===== src/rtl/lasd_rf_pkg.sv =====
// Shared defaults and types for the scoreboarded register file.
package lasd_rf_pkg;

    localparam int DEF_WIDTH = 8;
    localparam int DEF_DEPTH = 8;
    localparam int DEF_AW    = $clog2(DEF_DEPTH);

    typedef logic [DEF_AW-1:0]    rf_addr_t;
    typedef logic [DEF_WIDTH-1:0] rf_data_t;

endpackage


===== src/rtl/rf_scoreboard.sv =====
// Per-register busy bits, registered pending-write count and sticky write-back error.
module rf_scoreboard
    import lasd_rf_pkg::*;
#(
    parameter int DEPTH = DEF_DEPTH,
    localparam int AW   = $clog2(DEPTH)
) (
    input  logic          clk,
    input  logic          reset,
    input  logic          we,
    input  logic [AW-1:0] wa,
    input  logic          rsv_en,
    input  logic [AW-1:0] rsv_addr,
    input  logic [AW-1:0] ra1,
    input  logic [AW-1:0] ra2,
    output logic          busy1,
    output logic          busy2,
    output logic [AW:0]   pending_cnt,
    output logic          err
);

    localparam logic [AW:0] CNT_ONE = (AW+1)'(1);

    logic [DEPTH-1:0] r_busy;
    logic [DEPTH-1:0] w_busy_nxt;
    logic [AW:0]      r_cnt;
    logic             r_err;
    logic             w_set;
    logic             w_clr;
    logic             w_inc;
    logic             w_dec;

    assign w_set = rsv_en && (rsv_addr != '0);
    assign w_clr = we && (wa != '0);

    // A reservation on the same edge as the write-back wins: the new producer is pending.
    assign w_inc = w_set && !r_busy[rsv_addr];
    assign w_dec = w_clr && r_busy[wa] && !(w_set && (rsv_addr == wa));

    always_comb begin
        w_busy_nxt = r_busy;
        if (w_clr) w_busy_nxt[wa] = 1'b0;
        if (w_set) w_busy_nxt[rsv_addr] = 1'b1;
        w_busy_nxt[0] = 1'b0;
    end

    always_ff @(posedge clk or posedge reset) begin
        if (reset) begin
            r_busy <= '0;
            r_cnt  <= '0;
            r_err  <= 1'b0;
        end else begin
            r_busy <= w_busy_nxt;
            if (w_inc && !w_dec)
                r_cnt <= r_cnt + CNT_ONE;
            else if (w_dec && !w_inc)
                r_cnt <= r_cnt - CNT_ONE;
            if (w_clr && !r_busy[wa])
                r_err <= 1'b1;
        end
    end

    assign busy1 = (r_busy[ra1] && !(we && (wa == ra1))) || (w_set && (rsv_addr == ra1));
    assign busy2 = (r_busy[ra2] && !(we && (wa == ra2))) || (w_set && (rsv_addr == ra2));

    assign pending_cnt = r_cnt;
    assign err         = r_err;

endmodule


===== src/rtl/regfile_scoreboard.sv =====
// Register file with r0 hardwired to zero, write-to-read bypass and RAW-hazard scoreboard.
module regfile_scoreboard
    import lasd_rf_pkg::*;
#(
    parameter int WIDTH = DEF_WIDTH,
    parameter int DEPTH = DEF_DEPTH,
    localparam int AW   = $clog2(DEPTH)
) (
    input  logic             clk,
    input  logic             reset,
    input  logic             we,
    input  logic [AW-1:0]    wa,
    input  logic [WIDTH-1:0] wd,
    input  logic             rsv_en,
    input  logic [AW-1:0]    rsv_addr,
    input  logic [AW-1:0]    ra1,
    input  logic [AW-1:0]    ra2,
    output logic [WIDTH-1:0] rd1,
    output logic [WIDTH-1:0] rd2,
    output logic             busy1,
    output logic             busy2,
    output logic [AW:0]      pending_cnt,
    output logic             err
);

    logic [WIDTH-1:0] r_mem [DEPTH];
    logic             w_byp1;
    logic             w_byp2;

    always_ff @(posedge clk or posedge reset) begin
        if (reset) begin
            for (int i = 0; i < DEPTH; i++)
                r_mem[i] <= '0;
        end else if (we && (wa != '0)) begin
            r_mem[wa] <= wd;
        end
    end

    assign w_byp1 = we && (wa == ra1) && (ra1 != '0);
    assign w_byp2 = we && (wa == ra2) && (ra2 != '0);

    assign rd1 = w_byp1 ? wd : ((ra1 == '0) ? '0 : r_mem[ra1]);
    assign rd2 = w_byp2 ? wd : ((ra2 == '0) ? '0 : r_mem[ra2]);

    rf_scoreboard #(
        .DEPTH (DEPTH)
    ) u_sb (
        .clk         (clk),
        .reset       (reset),
        .we          (we),
        .wa          (wa),
        .rsv_en      (rsv_en),
        .rsv_addr    (rsv_addr),
        .ra1         (ra1),
        .ra2         (ra2),
        .busy1       (busy1),
        .busy2       (busy2),
        .pending_cnt (pending_cnt),
        .err         (err)
    );

endmodule


===== config.mk =====
export PLATFORM = sky130hd
export DESIGN_NAME = regfile_scoreboard
export DESIGN_NICKNAME = d
export VERILOG_FILES = /design/src/rtl/lasd_rf_pkg.sv /design/src/rtl/rf_scoreboard.sv /design/src/rtl/regfile_scoreboard.sv
export SDC_FILE = /design/constraint.sdc
export NUM_CORES = 1
export LEC_CHECK = 0
export ABC_AREA = 1
export ABC_CLOCK_PERIOD_IN_PS = 1900
export CAP_MARGIN = 20
export CORE_UTILIZATION = 30
export CTS_CLUSTER_SIZE = 30
export DETAILED_ROUTE_END_ITERATION = 10
export GPL_TIMING_DRIVEN = 0
export PLACE_DENSITY_LB_ADDON = 0.3
export SYNTH_ARGS = -nofsm -noshare
export SYNTH_HDL_FRONTEND = slang
export SYNTH_HIERARCHICAL = 1
export SYNTH_SLANG_ARGS = --single-unit

===== constraint.sdc =====
create_clock -name clk -period 1.9 [get_ports clk]
set_input_delay 0.285 -clock clk [delete_from_list [all_inputs] [get_ports clk]]
set_output_delay 0.285 -clock clk [all_outputs]
set_load 0.005 [all_outputs]

### Yosys cells after proc, flatten, opt, wreduce, memory -nomap -nowiden

Cells that the tools add are included.

* bits of input ports: 24
* register bits: 76
* word-level logic and storage cells: 99
* output and inout port bits: 23

* $lt $le $gt $ge: 10
* equal/unequal tests: 5
* multiplexer cells: 29
* reduce and logical (&&, ||, !) cells: 36
* bitwise logic cells: 6
* add/sub/neg operators: 2

Operators with widths (number)
* two-way mux 8 bit: 11
* bitwise mux 64 bit: 1
* binary-select mux 8 bit (select 3 bit): 2
* demux 8 bit (select 3 bit): 1
* logical AND 1 bit: 20
* < comparator 3 x 4 -> 1 bit, second input constant: 4
* == test 3 bit: 5
* binary-select mux 1 bit (select 3 bit): 4
* greater-or-equal comparator 4 bit, second input constant: 3
* NOT 3 -> 4 bit: 3
* nonzero test 3 bit: 4
* AND 8 bit: 1
* two-way mux 4 bit: 2
* NOT 8 bit: 1
* bitwise OR 8 bit: 1
* logical NOT 1 bit: 7
* demux 1 bit (select 3 bit): 2
* greater-or-equal comparator 3 x 1 -> 1 bit, second input constant: 2
* logical NOT 3 bit: 2
* two-way mux 1 bit: 6
* adder 4 x 1 -> 4 bit, second input constant: 1
* < comparator 4 x 1 -> 1 bit, second input constant: 1
* subtractor 4 x 1 -> 4 bit, second input constant: 1
* logical OR 1 bit: 2
* nonzero test 2 bit: 1

### Longest topological paths before layout

Gate-level depths: netlist of run 1.

* word-level depth: 9
* gate-level depth with buffers: 18
* mapped depth without buffers: 18

### Cells and area by module

Netlist of run 1, hierarchy kept.

Modules (own cells, without submodules)
* regfile_scoreboard: cells an instance 664, times used 1, area each 4116.4 µm², sequential area each 1601.5 µm²
* rf_scoreboard: cells an instance 190, times used 1, area each 1206.2 µm², sequential area each 300.3 µm²

### Least setup slack after synthesis of run 1

OpenSTA, ideal clock, no wires.

* kind: input-to-reg
* start: in rsv_addr[1]
* end: reg u_sb.r_cnt[3], in the netlist u_sb/pending_cnt[3]
* setup time: 0.116 ns
* data arrival time: 1.874 ns
* required time: 1.784 ns
* stages: 15
* buffers on the path: 1
* setup slack: -0.090 ns
* cell sequence: buf_4 > nor2_2 > nand2_1 > o21ai_0 > nand2_1 > nand3_1 > nor2_1 > ha_1 > inv_1 > ha_1 > or2_2 > nand3_1 > nand2_1 > nand2_1 > nand2_1

* longest elaborated chain between the ends: 8
* elaborated cells between the ends (all ways): 16
* classes of those cells: 1 x eq/ne; 3 x mux; 12 x reduce/logical

Ends and longest elaborated chain
* from (decl): line regfile_scoreboard.sv:15 `input logic [AW-1:0] rsv_addr,`
* parallel branches: the longest is 8 deep, another holds binary-select mux 1 bit (select 3 bit)
* to (signal assigned): line rf_scoreboard.sv:55 `r_cnt <= r_cnt + CNT_ONE;`
* to (signal assigned): line rf_scoreboard.sv:57 `r_cnt <= r_cnt - CNT_ONE;`
* to (decl): line rf_scoreboard.sv:26 `logic [AW:0] r_cnt;`

Several ways; the timed one is not identified. The select of a mux whose other input is x is not followed.
A chain may end at the register's enable or synchronous reset.

### Worst setup path after layout of run 1

* start: reg u_sb.r_busy[4]
* end: reg u_sb.r_cnt[3], in the netlist u_sb/pending_cnt[3]

* longest elaborated chain between the ends: 7
* elaborated cells between the ends (all ways): 14
* classes of those cells: 5 x mux; 9 x reduce/logical

Ends and longest elaborated chain
* from (decl): line rf_scoreboard.sv:24 `logic [DEPTH-1:0] r_busy;`
* from (signal assigned): line rf_scoreboard.sv:53 `r_busy <= w_busy_nxt;`
* binary-select mux 1 bit (select 3 bit), on equally long branches: line rf_scoreboard.sv:38, rf_scoreboard.sv:37
* two-way mux 1 bit, on equally long branches: line rf_scoreboard.sv:38, rf_scoreboard.sv:37
* logical AND 1 bit or logical NOT 1 bit (tied branches): line rf_scoreboard.sv:38, rf_scoreboard.sv:37
* logical AND 1 bit, on equally long branches: line rf_scoreboard.sv:38, rf_scoreboard.sv:37
* logical NOT 1 bit, on equally long branches: line rf_scoreboard.sv:54, rf_scoreboard.sv:56
* logical AND 1 bit, on equally long branches: line rf_scoreboard.sv:54, rf_scoreboard.sv:56
* two-way mux 4 bit or nonzero test 2 bit (tied branches)

Several ways; a longest one is shown, not always the timed one. The select of a mux whose other input is x is not followed.

==> impl_metrics.env, run 1 <==
export IMPL_synth_area_mm2=0.00532
export IMPL_synthCells=854
export IMPL_io_buffers=42
export IMPL_place_area_mm2=0.00605
export IMPL_worstPathMaxFanout=4
export IMPL_numClockSinks=76
export IMPL_n_fill_cell=1887
export IMPL_fin_area_mm2=0.00672
export IMPL_finalCritPeriodShare=0.988
export IMPL_finClkSkew_ps=2.61
export IMPL_syn_area_per_cell_um2=6.23
export IMPL_layout_drive_gt1_share=0.176
export IMPL_hold_class="in2reg"
export IMPL_dieWidth_um=135
export IMPL_yosysWarnings=6
export IMPL_synthFlopType="dfrtp_1"
export IMPL_cts_max_level=3
export IMPL_routed_wl_um=18400
export IMPL_cts_inserted_buffers=9
export IMPL_rows=48
export IMPL_slowest_delay_ps=400
export IMPL_synth_seq_cells=76
export IMPL_track_usage=0.210
export IMPL_crit_slowest_cell="dfrtp_1"
export IMPL_setup_tns_ps=0
export IMPL_clk_pin_slew_ps=60
export IMPL_vias_per_cell=4.94
export IMPL_core_area_mm2=0.0173
export IMPL_wl_per_cell_um=15.9
export IMPL_rsz0062_at_grt="true"
export IMPL_grt_pass1_wl_um=28800
export IMPL_crit_family="simple AND/OR/NAND/NOR gates"
export IMPL_crit_path_end_kind="flip-flop"
export IMPL_antenna_left=0
export IMPL_hold_depth=2
export IMPL_peakVddDrop_v=0.000623
export IMPL_cp_arrival_ps=2120
export IMPL_crit_path_frequent_cell="nand2_1"
export IMPL_via_count=5721
export IMPL_worst_slew_pin_slew_ps=779
export IMPL_dpl_hpwl_um=13100
export IMPL_path_class="reg2reg"
export IMPL_leakagePower_nw=3.59
export IMPL_cts_buffer_depth=2
export IMPL_insertion_delay_ps=350
export IMPL_grt_pass1_vias=5286
export IMPL_final_common_cell="nand2_1"
export IMPL_root_buffer="clkbuf_16"
export IMPL_antenna_found_initial=0
export IMPL_synth_edf_count=0
export IMPL_drt_pass1_iterations=6
export IMPL_cp_start_kind="flip-flop"
export IMPL_synthesis_nets=882
export IMPL_area_growth_pct=26.3
export IMPL_seq_area_frac_synth=0.357
export IMPL_antenna_cells=0
export IMPL_overflow=0
export IMPL_grt_max_degree=65
export IMPL_finalHoldViolCount=0
export IMPL_status="finished, final reports clean"
export IMPL_max_freq_mhz=533
export IMPL_maxCapViolCount=0
export IMPL_place_gp_congestion=0.978
export IMPL_drc=0
export IMPL_cp_cell_sequence="nand2_1 -> nand2_1 -> nand2_1 -> nand2_1 -> nand2_1 -> nand2_1 -> nand3_2 -> ha_4 -> inv_4 -> ha_4 -> or2_4 -> nand3_1 -> nand2_1 -> nand2_1 -> nand2_1"
export IMPL_period_minus_slack_ps=1880
export IMPL_die_y_um=135
export IMPL_yosysUniqueCellTypes=30
export IMPL_cts_tree="done"
export IMPL_synthArstFlopShare=1.00
export IMPL_dr_first_iter_drc_count=672
export IMPL_path_depth=15
export IMPL_initial_utilization=0.308
export IMPL_drv_slew=0
export IMPL_setup_violations=0
export IMPL_cp_required_ps=2140
export IMPL_slew_headroom=0.481
export IMPL_pin_count=47
export IMPL_dieArea_mm2=0.0183
export IMPL_layout_common_cells="nand2_1, nand3_1, dfrtp_1, o21ai_0, inv_1"
export IMPL_worstRegToRegCells=15
export IMPL_powerDensity_mw_per_mm2=858
export IMPL_nets=955
export IMPL_worst_path_buf_inv=1
[power breakdown]
part	switching (W)	internal (W)	leakage [nW]	total (W)
clock	0.000755	0.000891	0.132	0.00165
sequential	0.000211	0.00192	0.951	0.00213
combinational	0.00116	0.000825	2.51	0.00199
total	0.00213	0.00363	3.59	0.00576
[path summary, 6_finish.rpt]
| check | slack (ps) | startpoint | to |
|---|---|---|---|
| min in group asynchronous | 370 | reset | u_sb/pending_cnt[0] |
| hold / removal | 190 | rsv_addr[0] | u_sb/r_busy[4] |
| max in group asynchronous | 900 | reset | r_mem[0] |
| hold reg to reg | 460 | r_mem[57] | r_mem[57] |
| setup / recovery | 20 | u_sb/r_busy[4] | u_sb/pending_cnt[3] |
| setup reg to reg | 20 | u_sb/r_busy[4] | u_sb/pending_cnt[3] |
[metal layers]
metal	wire, µm	global-route usage	up-vias
li1	-	-	2800
met1	8090	0.278	2625
met2	8040	0.320	245
met3	1400	0.0501	51
met4	821	0.103	0
met5	0	0	-
[per-stage QoR]
| stage | hold WS [ps] | cells | power, W | utilization | worst slack, ps |
|---|---|---|---|---|---|
| final | 192 | 1157 | 0.00576 | 0.389 | 23.4 |
| after global routing | 193 | 1157 | 0.00615 | 0.389 | -153 |
| after CTS | 176 | 1148 | 0.00566 | 0.380 | -189 |
| after detailed placement | 446 | 1121 | 0.00392 | 0.350 | -1020 |
| after global placement | 441 | 1121 | 0.00390 | 0.350 | -1310 |
| after floorplan | 150 | 854 | 0.00324 | - | 12.0 |
[worst reg2reg max path: cells and delay by family (launching register included)]
family	cells	cell delay, ps
adder cells (fa/ha/maj)	2	390
buffers and inverters	1	70
AND/OR/NAND/NOR	12	920
flip-flops	1	400
[sequential cells by signal, summed over array words and instances, names as in the netlist]
name              cells
u_sb/err              1
u_sb/r_busy           7
u_sb/pending_cnt      4
r_mem                64
[final cells by class]
class	count	area [µm²]	area share
flip-flops and latches	76	1900	0.283
clock inverters	7	51.3	0.00763
clock buffers	9	225	0.0335
plain buffers	43	357	0.0530
repair buffers	63	533	0.0793
well taps	225	282	0.0419
inverters	107	437	0.0650
multi-input cells	627	2940	0.437
[synth_stat cells (4+ instances only)]
cell type  instances  area (µm²)
a21oi_1            4        20.0
buf_2             24         120
buf_4              4        30.0
buf_6              4        45.0
clkbuf_1          10        37.5
dfrtp_1           76        1900
inv_1             96         360
inv_2              8        30.0
nand2_1          383        1440
nand3_1          112         561
nor2_1            17        63.8
nor2_2             5        31.3
o21ai_0           75         375
xnor2_1            6        52.6
xor2_1             5        43.8
[logic make-up (layout without fill, tap and decap cells)]
logic type / Yosys count / in the layout / share of synthesized area
flops: 76 / 76 / 0.357
simple gates: 528 / 528 / 0.409
xor+xnor: 11 / 11 / 0.0181
compound gates: 84 / 84 / 0.0837
buf+inv: 151 / 229 / 0.121
fa+ha+maj: 4 / 4 / 0.0108
[what timing repair did]
| item | in CTS | in global routing |
|---|---|---|
| setup endpoints to repair | 22 | 19 |
| hold buffers | 0 | 0 |
| gates resized for setup | 142 | 56 |
| cloned | 0 | 0 |
| buffers inserted | 12 | 9 |
| endpoints found under the hold margin | 0 | 0 |
| pin swaps | 14 | 10 |
Note: power is estimated with default switching activity, not from simulation.
==> inputs of run 2 (changes only) <==
--- a/config.mk
+++ b/config.mk
@@ -8,7 +8,9 @@
 export ABC_AREA = 1
 export ABC_CLOCK_PERIOD_IN_PS = 1900
 export CAP_MARGIN = 20
-export CORE_UTILIZATION = 30
+export CELL_PAD_IN_SITES_DETAIL_PLACEMENT = 0
+export CELL_PAD_IN_SITES_GLOBAL_PLACEMENT = 1
+export CORE_UTILIZATION = 25
 export CTS_CLUSTER_SIZE = 30
 export DETAILED_ROUTE_END_ITERATION = 10
 export GPL_TIMING_DRIVEN = 0
==> impl_metrics.env, run 2 (synthesis results as in run 1) <==
export IMPL_status="finished, violations left"
export IMPL_violations="setup timing"
export IMPL_setup_tns_ps=-3.52
export IMPL_hold_class="in2reg"
export IMPL_crit_path_frequent_cell="nand2_1"
export IMPL_setup_ws_ps=-3.52
export IMPL_numClockSinks=76
export IMPL_drv_slew=0
export IMPL_cp_start_kind="flip-flop"
export IMPL_path_class="reg2reg"
export IMPL_rows=53
export IMPL_ctsHoldBuffers=0
export IMPL_slowest_delay_ps=430
export IMPL_area_growth_pct=29.6
export IMPL_rsz0062_at_grt="true"
export IMPL_grt_pass1_wl_um=30700
export IMPL_nets=960
export IMPL_dr_first_iter_drc_count=322
export IMPL_period_minus_slack_ps=1900
export IMPL_hold_start="rsv_addr[0]"
export IMPL_slew_headroom=0.458
export IMPL_routed_wl_um=19500
export IMPL_layout_common_cells="nand2_1, nand3_1, dfrtp_1, inv_1, o21ai_0"
export IMPL_worstReg2RegStart="u_sb/r_busy[5]"
export IMPL_setup_violations=1
export IMPL_worst_path_buf_inv=1
export IMPL_cp_cell_sequence="nand2_1 -> nand2_1 -> nand2_1 -> nand2_1 -> nand2_1 -> nand2_1 -> nand3_1 -> ha_2 -> inv_4 -> ha_4 -> or2_4 -> nand3_2 -> nand2_1 -> nand2_1 -> nand2_1"
export IMPL_worst_slew_pin_slew_ps=814
export IMPL_drt_pass1_iterations=5
export IMPL_place_gp_congestion=0.869
export IMPL_overflow=0
export IMPL_insertion_delay_ps=350
export IMPL_peakVddDrop_v=0.000460
export IMPL_finalHoldViolCount=0
export IMPL_worstRegToRegCells=15
export IMPL_track_usage=0.184
export IMPL_io_buffers=42
export IMPL_cp_arrival_ps=2150
export IMPL_grt_max_degree=65
export IMPL_reg2reg_to="u_sb/pending_cnt[3]"
export IMPL_cts_tree="done"
export IMPL_rrSetupSlack_ps=-4
export IMPL_path_depth=15
export IMPL_fin_area_mm2=0.00690
export IMPL_via_count=5527
export IMPL_dieArea_mm2=0.0219
export IMPL_cp_required_ps=2140
export IMPL_cts_inserted_buffers=9
export IMPL_hold_end="u_sb/r_busy[6]"
export IMPL_antenna_found_initial=0
export IMPL_root_buffer="clkbuf_16"
export IMPL_pin_count=47
export IMPL_antenna_cells=0
export IMPL_antenna_left=0
export IMPL_cts_max_level=3
export IMPL_crit_family="simple AND/OR/NAND/NOR gates"
export IMPL_regMostFlops="r_mem"
export IMPL_maxCapViolCount=0
export IMPL_clk_pin_slew_ps=60
export IMPL_crit_path_end_kind="flip-flop"
export IMPL_leakagePower_nw=3.64
export IMPL_die_y_um=148
export IMPL_place_area_mm2=0.00611
export IMPL_vias_per_cell=4.56
export IMPL_dpl_hpwl_um=14300
export IMPL_max_freq_mhz=525
export IMPL_layout_drive_gt1_share=0.186
export IMPL_drc=0
export IMPL_dieWidth_um=148
export IMPL_holdWs_ps=210
export IMPL_powerDensity_mw_per_mm2=855
export IMPL_final_common_cell="nand2_1"
export IMPL_core_area_mm2=0.0210
export IMPL_largest_reg_flops=64
export IMPL_cts_buffer_depth=2
export IMPL_initial_utilization=0.254
export IMPL_finClkSkew_ps=2.98
export IMPL_grt_pass1_vias=5326
export IMPL_crit_slowest_cell="dfrtp_1"
export IMPL_worstPathMaxFanout=4
export IMPL_wl_per_cell_um=16.1
export IMPL_hold_depth=2
export IMPL_finalCritPeriodShare=1.00
## run 2: layout make-up
cell class                 count  area [µm²]
buffer                        44         369
clock buffer                  11         243
clock inverter                 5        60.1
fill                        2372       14100
inverter                     107         437
multi-input combinational    627        2960
sequential                    76        1900
tap                          275         344
timing repair buffer          67         581
## run 2: worst register-to-register path, stage by stage, from the launching register on
cell,delay (ps)
dfrtp_1,430
nand2_1,90
nand2_1,50
nand2_1,50
nand2_1,50
nand2_1,70
nand2_1,60
nand3_1,70
ha_2,210
inv_4,50
ha_4,230
or2_4,230
nand3_2,70
nand2_1,50
nand2_1,50
nand2_1,40
## run 2: through the flow
stage | total power, W | worst slack (ps) | cells | utilization
3_3_place_gp | 0.00392 | -1350 | 1171 | 0.292
4_1_cts | 0.00587 | -4.17 | 1204 | 0.323
6_report | 0.00590 | -3.52 | 1212 | 0.329
2_1_floorplan | 0.00324 | 12.0 | 854 | -
5_1_grt | 0.00631 | -156 | 1212 | 0.329
3_5_place_dp | 0.00393 | -1210 | 1171 | 0.292
## run 2: what timing repair did
item | CTS | global route
setup buffers | 17 | 9
resized for setup | 156 | 51
pin swaps | 19 | 15
endpoints found under the hold margin | 0 | 0
setup endpoints to repair | 22 | 18
## run 2: per-layer routing
| metal | up-vias | wire length (µm) | global-route usage |
|---|---|---|---|
| met4 | 0 | 680 | 0.0696 |
| met5 | - | 0 | 0 |
| met1 | 2544 | 9350 | 0.257 |
| li1 | 2809 | - | - |
| met2 | 145 | 8540 | 0.282 |
| met3 | 29 | 912 | 0.0324 |
## run 2: worst max-delay path by stage
| stage | end | from | slack [ps] |
|---|---|---|---|
| floorplan | u_sb/pending_cnt[3] | wa[1] | 10 |
| global placement | r_mem[62] | reset | -1350 |
| detailed placement | rd1[0] | ra1[0] | -1210 |
| CTS | rd2[0] | r_mem[48] | -4 |
| global route | u_sb/pending_cnt[3] | u_sb/r_busy[2] | -160 |
| finish | u_sb/pending_cnt[3] | u_sb/r_busy[5] | -4 |
## run 2: where the power goes
part / switching [W] / leakage, nW / internal, W / total, W
combinational: 0.00115 / 2.55 / 0.000831 / 0.00198
sequential: 0.000208 / 0.951 / 0.00192 / 0.00213
clock: 0.000735 / 0.146 / 0.00106 / 0.00179
total: 0.00209 / 3.64 / 0.00381 / 0.00590
==> inputs of run 3 (changes only) <==
--- a/config.mk
+++ b/config.mk
@@ -10,6 +10,7 @@
 export CAP_MARGIN = 20
 export CELL_PAD_IN_SITES_DETAIL_PLACEMENT = 0
 export CELL_PAD_IN_SITES_GLOBAL_PLACEMENT = 1
+export CORE_ASPECT_RATIO = 1.2
 export CORE_UTILIZATION = 25
 export CTS_CLUSTER_SIZE = 30
 export DETAILED_ROUTE_END_ITERATION = 10
==> impl_metrics.env, run 3 (synthesis results as in run 1) <==
export IMPL_grt_pass1_wl_um=32000
export IMPL_antenna_found_initial=1
export IMPL_cts_buffer_depth=2
export IMPL_cp_required_ps=2200
export IMPL_grt_busiest_layer="met2"
export IMPL_cts_inserted_buffers=9
export IMPL_grtUsageMet1=0.236
export IMPL_status="finished, final reports clean"
export IMPL_cp_start_kind="flip-flop"
export IMPL_dieWidth_um=135
export IMPL_nets=951
export IMPL_slew_headroom=0.431
export IMPL_core_area_mm2=0.0209
export IMPL_overflow=0
export IMPL_n_fill_cell=2356
export IMPL_dpl_hpwl_um=14900
export IMPL_antenna_cells=0
export IMPL_sequentialPowerShare=0.363
export IMPL_setup_tns_ps=0
export IMPL_worst_slew_pin_slew_ps=854
export IMPL_dieArea_mm2=0.0219
export IMPL_total_power_w=0.00592
export IMPL_final_common_cell="nand2_1"
export IMPL_vias_per_cell=4.68
export IMPL_worstPathMaxFanout=4
export IMPL_final_cells=1198
export IMPL_leakagePower_nw=3.57
export IMPL_rows=58
export IMPL_grt_use_met2=0.342
export IMPL_setup_violations=0
export IMPL_finalHoldViolCount=0
export IMPL_die_y_um=162
export IMPL_grt_max_degree=65
export IMPL_pwr_share_comb=0.344
export IMPL_rsz0062_at_grt="true"
export IMPL_clkPwrFrac=0.294
export IMPL_regMostFlops="r_mem"
export IMPL_intPower_w=0.00366
export IMPL_max_freq_mhz=531
export IMPL_insertion_delay_ps=360
export IMPL_clk_pin_slew_ps=70
export IMPL_finalCritPeriodShare=0.991
export IMPL_path_class="reg2reg"
export IMPL_initial_utilization=0.255
export IMPL_cts_tree="done"
export IMPL_layout_drive_gt1_share=0.225
export IMPL_drt_pass1_iterations=4
export IMPL_drv_slew=0
export IMPL_grt_pass1_vias=5658
export IMPL_numClockSinks=76
export IMPL_layout_common_cells="nand2_1, nand3_1, dfrtp_1, o21ai_0, inv_2"
export IMPL_worstRegToRegCells=16
export IMPL_period_minus_slack_ps=1880
export IMPL_via_count=5601
export IMPL_io_buffers=42
export IMPL_pin_count=47
export IMPL_wl_per_cell_um=16.9
export IMPL_area_growth_pct=29.3
export IMPL_preCtsSetupSlack_ps=-1090
export IMPL_dp_cells=1166
export IMPL_largest_reg_flops=64
export IMPL_setup_ws_ps=16.6
export IMPL_antenna_left=0
export IMPL_hold_class="in2reg"
export IMPL_maxCapViolCount=0
export IMPL_net_switching_power_w=0.00226
export IMPL_drc=0
export IMPL_track_usage=0.198
export IMPL_crit_path_end_kind="flip-flop"
export IMPL_powerDensity_mw_per_mm2=860
export IMPL_place_gp_congestion=0.855
export IMPL_dr_first_iter_drc_count=379
export IMPL_cp_arrival_ps=2190
export IMPL_peakVddDrop_v=0.000524
export IMPL_cts_max_level=3
export IMPL_hold_depth=2
export IMPL_finClkSkew_ps=3.54
export IMPL_switching_share=0.381
export IMPL_routed_wl_um=20300
export IMPL_root_buffer="clkbuf_16"
export IMPL_use_met3=0.0315
run 3: cell count changes in the layout (fill, tap and decap cells not counted), sizes merged, moves of 2 or more:
cell and change:
buf -10, clkbuf -5, clkdlybuf4s15 +4, clkinv -2
clkinvlp +3, inv +2
run 3: critical path: stages, from the launching register on:
cell and delay [ps]:
dfrtp_1 400, nand2_1 70, nand2_1 60, nand2_1 50, nand2_1 60, nand2_1 60, nand2_1 80, nand3_2 80
ha_4 180, inv_4 70, ha_4 200, or2_4 240, nand2_2 60, nand2b_1 50, nand2_1 60, nand2_1 50
nand2_1 50
run 3: final cells by class:
type,count,area [µm²],area share
Multi-Input combinational cell,627,3060,0.444
Sequential cell,76,1900,0.276
Timing Repair Buffer,58,520,0.0756
Inverter,107,437,0.0634
Clock buffer,9,225,0.0327
Tap cell,270,338,0.0491
Clock inverter,7,58.8,0.00854
Buffer,44,345,0.0502
run 3: stage by stage:
stage / hold WS, ps / utilization / area [µm²]
after global routing: 196 / 0.329 / 6880
after CTS: 178 / 0.321 / 6710
final: 184 / 0.329 / 6880
after floorplan: 150 / - / 5350
after detailed placement: 447 / 0.292 / 6110
after global placement: 441 / 0.292 / 6110
run 3: path summary, 6_finish.rpt:
| kind | start | end | slack (ps) |
|---|---|---|---|
| min reg2reg | r_mem[60] | r_mem[60] | 460 |
| max reg2reg | u_sb/r_busy[5] | u_sb/pending_cnt[3] | 20 |
| max in group asynchronous | reset | r_mem[0] | 830 |
| min in group asynchronous | reset | u_sb/pending_cnt[3] | 350 |
| max | u_sb/r_busy[5] | u_sb/pending_cnt[3] | 20 |
| min | rsv_addr[0] | u_sb/r_busy[6] | 180 |
run 3: power groups by stage:
stage	clock (W)	sequential, W	combinational [W]
after floorplan	0	0.00210	0.00115
after global placement	0	0.00214	0.00182
after detailed placement	0	0.00214	0.00183
after CTS	0.00177	0.00212	0.00193
after global routing	0.00184	0.00219	0.00230
final	0.00174	0.00215	0.00203
run 3: metal layers:
layer	part of all wire	routed length (µm)
met5	0.00064	13
met4	0.039	784
met1	0.42	8470
met2	0.51	10200
met3	0.038	769
run 3: timing repair:
action | CTS | global route
endpoints found under the setup margin | 21 | 19
hold buffers | 0 | 0
pin swaps | 25 | 21
resized for setup | 160 | 83
buffers inserted | 9 | 7
==> RTL edit 1 (config.mk and constraints of run 1) <==
Change the package constant `DEF_DEPTH` from 8 to 4.
--- a/src/rtl/lasd_rf_pkg.sv
+++ b/src/rtl/lasd_rf_pkg.sv
@@ -2,7 +2,7 @@
 package lasd_rf_pkg;
 
     localparam int DEF_WIDTH = 8;
-    localparam int DEF_DEPTH = 8;
+    localparam int DEF_DEPTH = 4;
     localparam int DEF_AW    = $clog2(DEF_DEPTH);
 
     typedef logic [DEF_AW-1:0]    rf_addr_t;
Ports: changed (5 resized); port bits go from 47 to 42. No check against the original RTL was run, so the function may have changed too.
==> RTL edit 1 against run 1 <==
- the flow now finishes with violations (design-rule violations)
- power shrank 53%
- wire length shrank 53%
- largest power group unchanged
- worst setup slack gained 51 ps
- design area shrank 44%
- clock skew grew 11 ps
- synthesized area shrank 48%
- sequential cell count shrank 37
- die area shrank 47%
==> RTL edit 1: results (changes against run 1) <==
metric	value	unit	change
clockBufferDepth	2		unchanged
dp_slack	-939.6	ps	+84.64 ps
portBuffers	39		-7.1%
swShare	0.3298		-0.03985
met3_usage	0.02720		-0.02293
drt_first_pass_iters	8		+2
finClkSkew	13.81	ps	+11.20 ps
path_clk_slew	90	ps	+30 ps
synth_cells	426		-50%
wl_met1	3825	um	-53%
ys_top_cells_by_area	dfrtp_1 35%, nand2_1 22%, nand3_1 12%		
crit_path_top_delay_cell	dlygate4sd2_1		
largest-register	r_mem		
r2r_end	u_sb/pending_cnt[2]		
grt_pass1_vias	2957		-44%
cts_resized	84		-41%
clock_latency	300	ps	-50 ps
fillers	896		-53%
dpl.hpwl	5981	um	-54%
startpoint	ra2[1]		
ir_worst_vdd	297.5	uV	-52%
synth_seq_area_share	0.3517		-0.005643
grt_pass1_wl	14180	um	-51%
dp_cells	574		-49%
final_nets	519		-46%
tightest_slew	636.9	ps	-141.9 ps
grtUsageTotal	0.1854		-0.02466
grt_max_degree	20		-69%
drtIter0Drc	281		-58%
placed_area	3328	um^2	-45%
cellLeakagePower	2.112	nW	-41%
worstSetupEndpoint	rd2[3]		
syn-num-nets	448		-49%
run_status	finished, violations left		
routed-wl-met2	4020	um	-50%
numCtsBuffers	5		-4
worstPathMaxFanout	10		+6
drcViolationCount	4		+4
routed_wl	8582	um	-53%
ys_types	23		-23%
met2_usage	0.3109		-0.009000
post-cts-setup-buffers	21		+9
fin_crit	1826	ps	-51.07 ps
critPathArrivalTime	1540	ps	-580 ps
wl_met3	528	um	-62%
grt.met1_usage	0.2468		-0.03127
wl_per_cell	14.16	um	-11%
r2r_slack	140	ps	+120 ps
r2r_cells	11		-4
largest_reg_flops	32		-50%
violations	design-rule violations		
slowest_delay	270	ps	-130 ps
viasPerCell	4.960		+0.32%
cts_root_buf	clkbuf_8		
synth_common_cells	162 x nand2_1, 64 x nand3_1, 61 x inv_1		
hp-class	input port to async pin		
gp_congestion	0.9308		-4.8%
r2r-start	u_sb/r_busy[3]		
==> RTL edit 1: cell count changes in the layout (fill, tap and decap cells not counted), moves of 23 or more <==
cell / run 1 / this run
dfrtp_1: 75 / 39
inv_2: 33 / 6
nand2_1: 376 / 161
nand3_1: 101 / 63
o21ai_0: 73 / 4
o21ai_1: 2 / 25
==> RTL edit 1: worst min path at each step <==
stage,to,slack [ps]
global placement,r_mem[30],440
global route,u_sb/err,300
detailed placement,r_mem[29],450
finish,u_sb/pending_cnt[0],260
floorplan,u_sb/err,90
CTS,u_sb/pending_cnt[0],270
==> RTL edit 1: power by group through the flow <==
stage          Combinational (mW)  Clock [mW]  Sequential (mW)
6_report                    0.953       0.729             1.04
5_1_grt                      1.06       0.778             1.06
4_1_cts                     0.942       0.745             1.04
3_5_place_dp                0.878           0             1.05
3_3_place_gp                0.858           0             1.05
2_1_floorplan               0.517           0             1.04
==> RTL edit 1: worst max-delay path: cells and delay by family <==
family	cells	cell delay (ps)
buf+inv	4	750
simple gates	5	480
==> RTL edit 1: layout make-up <==
| cell class | count | area, um^2 | share of cell area |
|---|---|---|---|
| clock buffers | 6 | 82.58 | 0.02199 |
| well taps | 108 | 135.1 | 0.03598 |
| inverters | 67 | 261.5 | 0.06962 |
| multi-input cells | 300 | 1510 | 0.4021 |
| plain buffers | 21 | 168.9 | 0.04497 |
| flip-flops and latches | 39 | 975.9 | 0.2598 |
| repair buffers | 63 | 586.8 | 0.1562 |
| clock inverters | 2 | 35.03 | 0.009327 |
==> RTL edit 1: cell families after synthesis <==
family / count (synthesis) / share of synthesized area
AOI/OAI and AO/OA: 31 / 0.05591
xor gates and xnor gates: 9 / 0.03381
adders and majority gates: 2 / 0.01172
buffers and inverters: 88 / 0.1294
DFF: 39 / 0.3517
and+or+nand+nor: 257 / 0.4175
==> RTL edit 2 (flow settings as in run 1) <==
Made on the original files. Reset style: synchronous (`reset`), changed in 2 clocked blocks.
--- a/src/rtl/rf_scoreboard.sv
+++ b/src/rtl/rf_scoreboard.sv
@@ -44,7 +44,7 @@
         w_busy_nxt[0] = 1'b0;
     end
 
-    always_ff @(posedge clk or posedge reset) begin
+    always_ff @(posedge clk) begin
         if (reset) begin
             r_busy <= '0;
             r_cnt  <= '0;
--- a/src/rtl/regfile_scoreboard.sv
+++ b/src/rtl/regfile_scoreboard.sv
@@ -27,7 +27,7 @@
     logic             w_byp1;
     logic             w_byp2;
 
-    always_ff @(posedge clk or posedge reset) begin
+    always_ff @(posedge clk) begin
         if (reset) begin
             for (int i = 0; i < DEPTH; i++)
                 r_mem[i] <= '0;
Function: differs if reset is asserted again (counterexample within 4 cycles, from zero or initial values and one cycle with reset high); with reset held inactive, the same outputs for 4 cycles.
==> RTL edit 2 against run 1 <==
- the flow now finishes with violations (negative setup slack)
- first-iteration DRC count down 30%
- worst setup slack worse by 90 ps
- sequential cell count stayed put
- synthesized area is 3.8% higher
- design area increased by 0.78%
- power down 19%
- wire length is 7.0% lower
- maximum frequency is 4.6% lower
- clock power fell by 4%
- largest cell class unchanged
==> RTL edit 2: results (changes against run 1) <==
metric	value	unit	change
final_nets	888		-7.0%
placed_area	6270	um^2	+3.6%
finClkSkew	4.453	ps	+1.843 ps
whs_path_depth	3		+1
critPathArrivalTime	2240	ps	+120 ps
ys.flop_type	edfxtp_1		
final-clk-cell-share	0.03915		-0.001981
cts_root_buf	clkbuf_16		
synth_compound_area_frac	0.05164		-0.03204
seq_area_frac	0.3211		+0.03806
synthArstFlopShare	0		-1.000
p_seq_frac	0.420		+0.051
dpl.hpwl	12500	um	-4.7%
synth_common_cells	309 x nand2_1, 108 x nand3_1, 92 x inv_1		
grt_max_degree	14		-78%
whs_endpoint	u_sb/r_busy[7]		
cellLeakagePower	3.230	nW	-10%
bufAreaShareNonClock	0.1187		-0.01358
portBuffers	40		-4.8%
tns	-66.74	ps	-66.74 ps
final_layout_size_suffix_gt1_frac	0.1956		+0.01964
vias	5286		-7.6%
grt_pass1_wl	26190	um	-9.1%
drtIter0Drc	473		-30%
n_all_buffers	89		-16%
r2r_end	u_sb/pending_cnt[3]		
dp_slack	-957.3	ps	+66.93 ps
ir_worst_vdd	407.1	uV	-35%
ys_types	41		+37%
setup_viol	1		+1
run_status	finished, violations left		
r2r_cells	14		-1
synth_seq_area_share	0.3914		+0.03408
grtUsageTotal	0.1832		-0.02685
pwr-share-clk	0.337		+0.052
p_per_area	693.2	nW/um^2	-19%
multi_input_comb_area	2811	um^2	-4.2%
area_delta_synth_final	22.65	%	
yosys_warnings	6		unchanged
finalWorstSetupSlack	-66.74	ps	-90.14 ps
drt_first_pass_iters	5		-1
gp_congestion	0.9000		-8.0%
power_switching	1.464	mW	-31%
wl_per_cell	15.63	um	-1.5%
fillers	1900		+0.69%
startpoint	u_sb/r_busy[6]		
multi_input_gates	577		-8.0%
synth_xor_xnor_area_share	0.01744		-0.0006601
synthAdderAreaFrac	0.01042		-0.0003943
violations	negative setup slack		
grt_pass1_vias	4701		-11%
tightest_slew	575.4	ps	-203.4 ps
h-tree-depth	3		unchanged
multi_input_area_share	0.4150		-0.02167
ys_top_cells_by_area	edfxtp_1 35%, nand2_1 21%, nand3_1 9.8%		
==> RTL edit 2: cell count changes in the layout (fill, tap and decap cells not counted), moves of 16 or more <==
cell | before | now
edfxtp_1 | 0 | 64
o21ai_0 | 73 | 9
a21oi_1 | 4 | 20
nor2_1 | 13 | 45
dfrtp_1 | 75 | 0
nand2_1 | 376 | 295
==> RTL edit 2: metrics by stage <==
step / cells / hold WS (ps)
6_report: 1093 / 262.9
3_3_place_gp: 1065 / 454.7
5_1_grt: 1093 / 284.4
2_1_floorplan: 796 / 354.1
3_5_place_dp: 1065 / 457.6
4_1_cts: 1087 / 256.0
==> RTL edit 2: per-layer routing <==
layer	vias to the layer above	routed length, um	GRT usage
li1	2645	-	-
met1	2396	8052	0.2732
met2	223	7349	0.2655
met3	22	1218	0.02024
met4	0	464	0.07367
met5	-	0	0
==> RTL edit 2: timing repair <==
item                                    CTS  global route
pin swaps                                20            16
setup buffers                             7             6
endpoints found under the setup margin   78            14
resized for setup                        99            47
endpoints found under the hold margin     0             0
==> RTL edit 2: kinds of logic after synthesis <==
family / count (synthesis)
AO/OA/AOI/OAI: 49
XOR/XNOR: 11
adder cells (fa/ha/maj): 4
buffers and inverters: 143
flip-flops: 76
other: 1
AND/OR/NAND/NOR: 505
==> RTL edit 2: critical path, stage by stage, from the launching register on <==
cell	delay, ps
dfxtp_4	360
inv_2	50
o22ai_1	80
nand2_1	80
nand3_2	70
a21oi_2	180
ha_2	250
inv_4	60
ha_4	210
or2_1	220
nand2_1	70
nand2b_1	50
nand2_1	50
nand2_1	50
a21oi_1	120
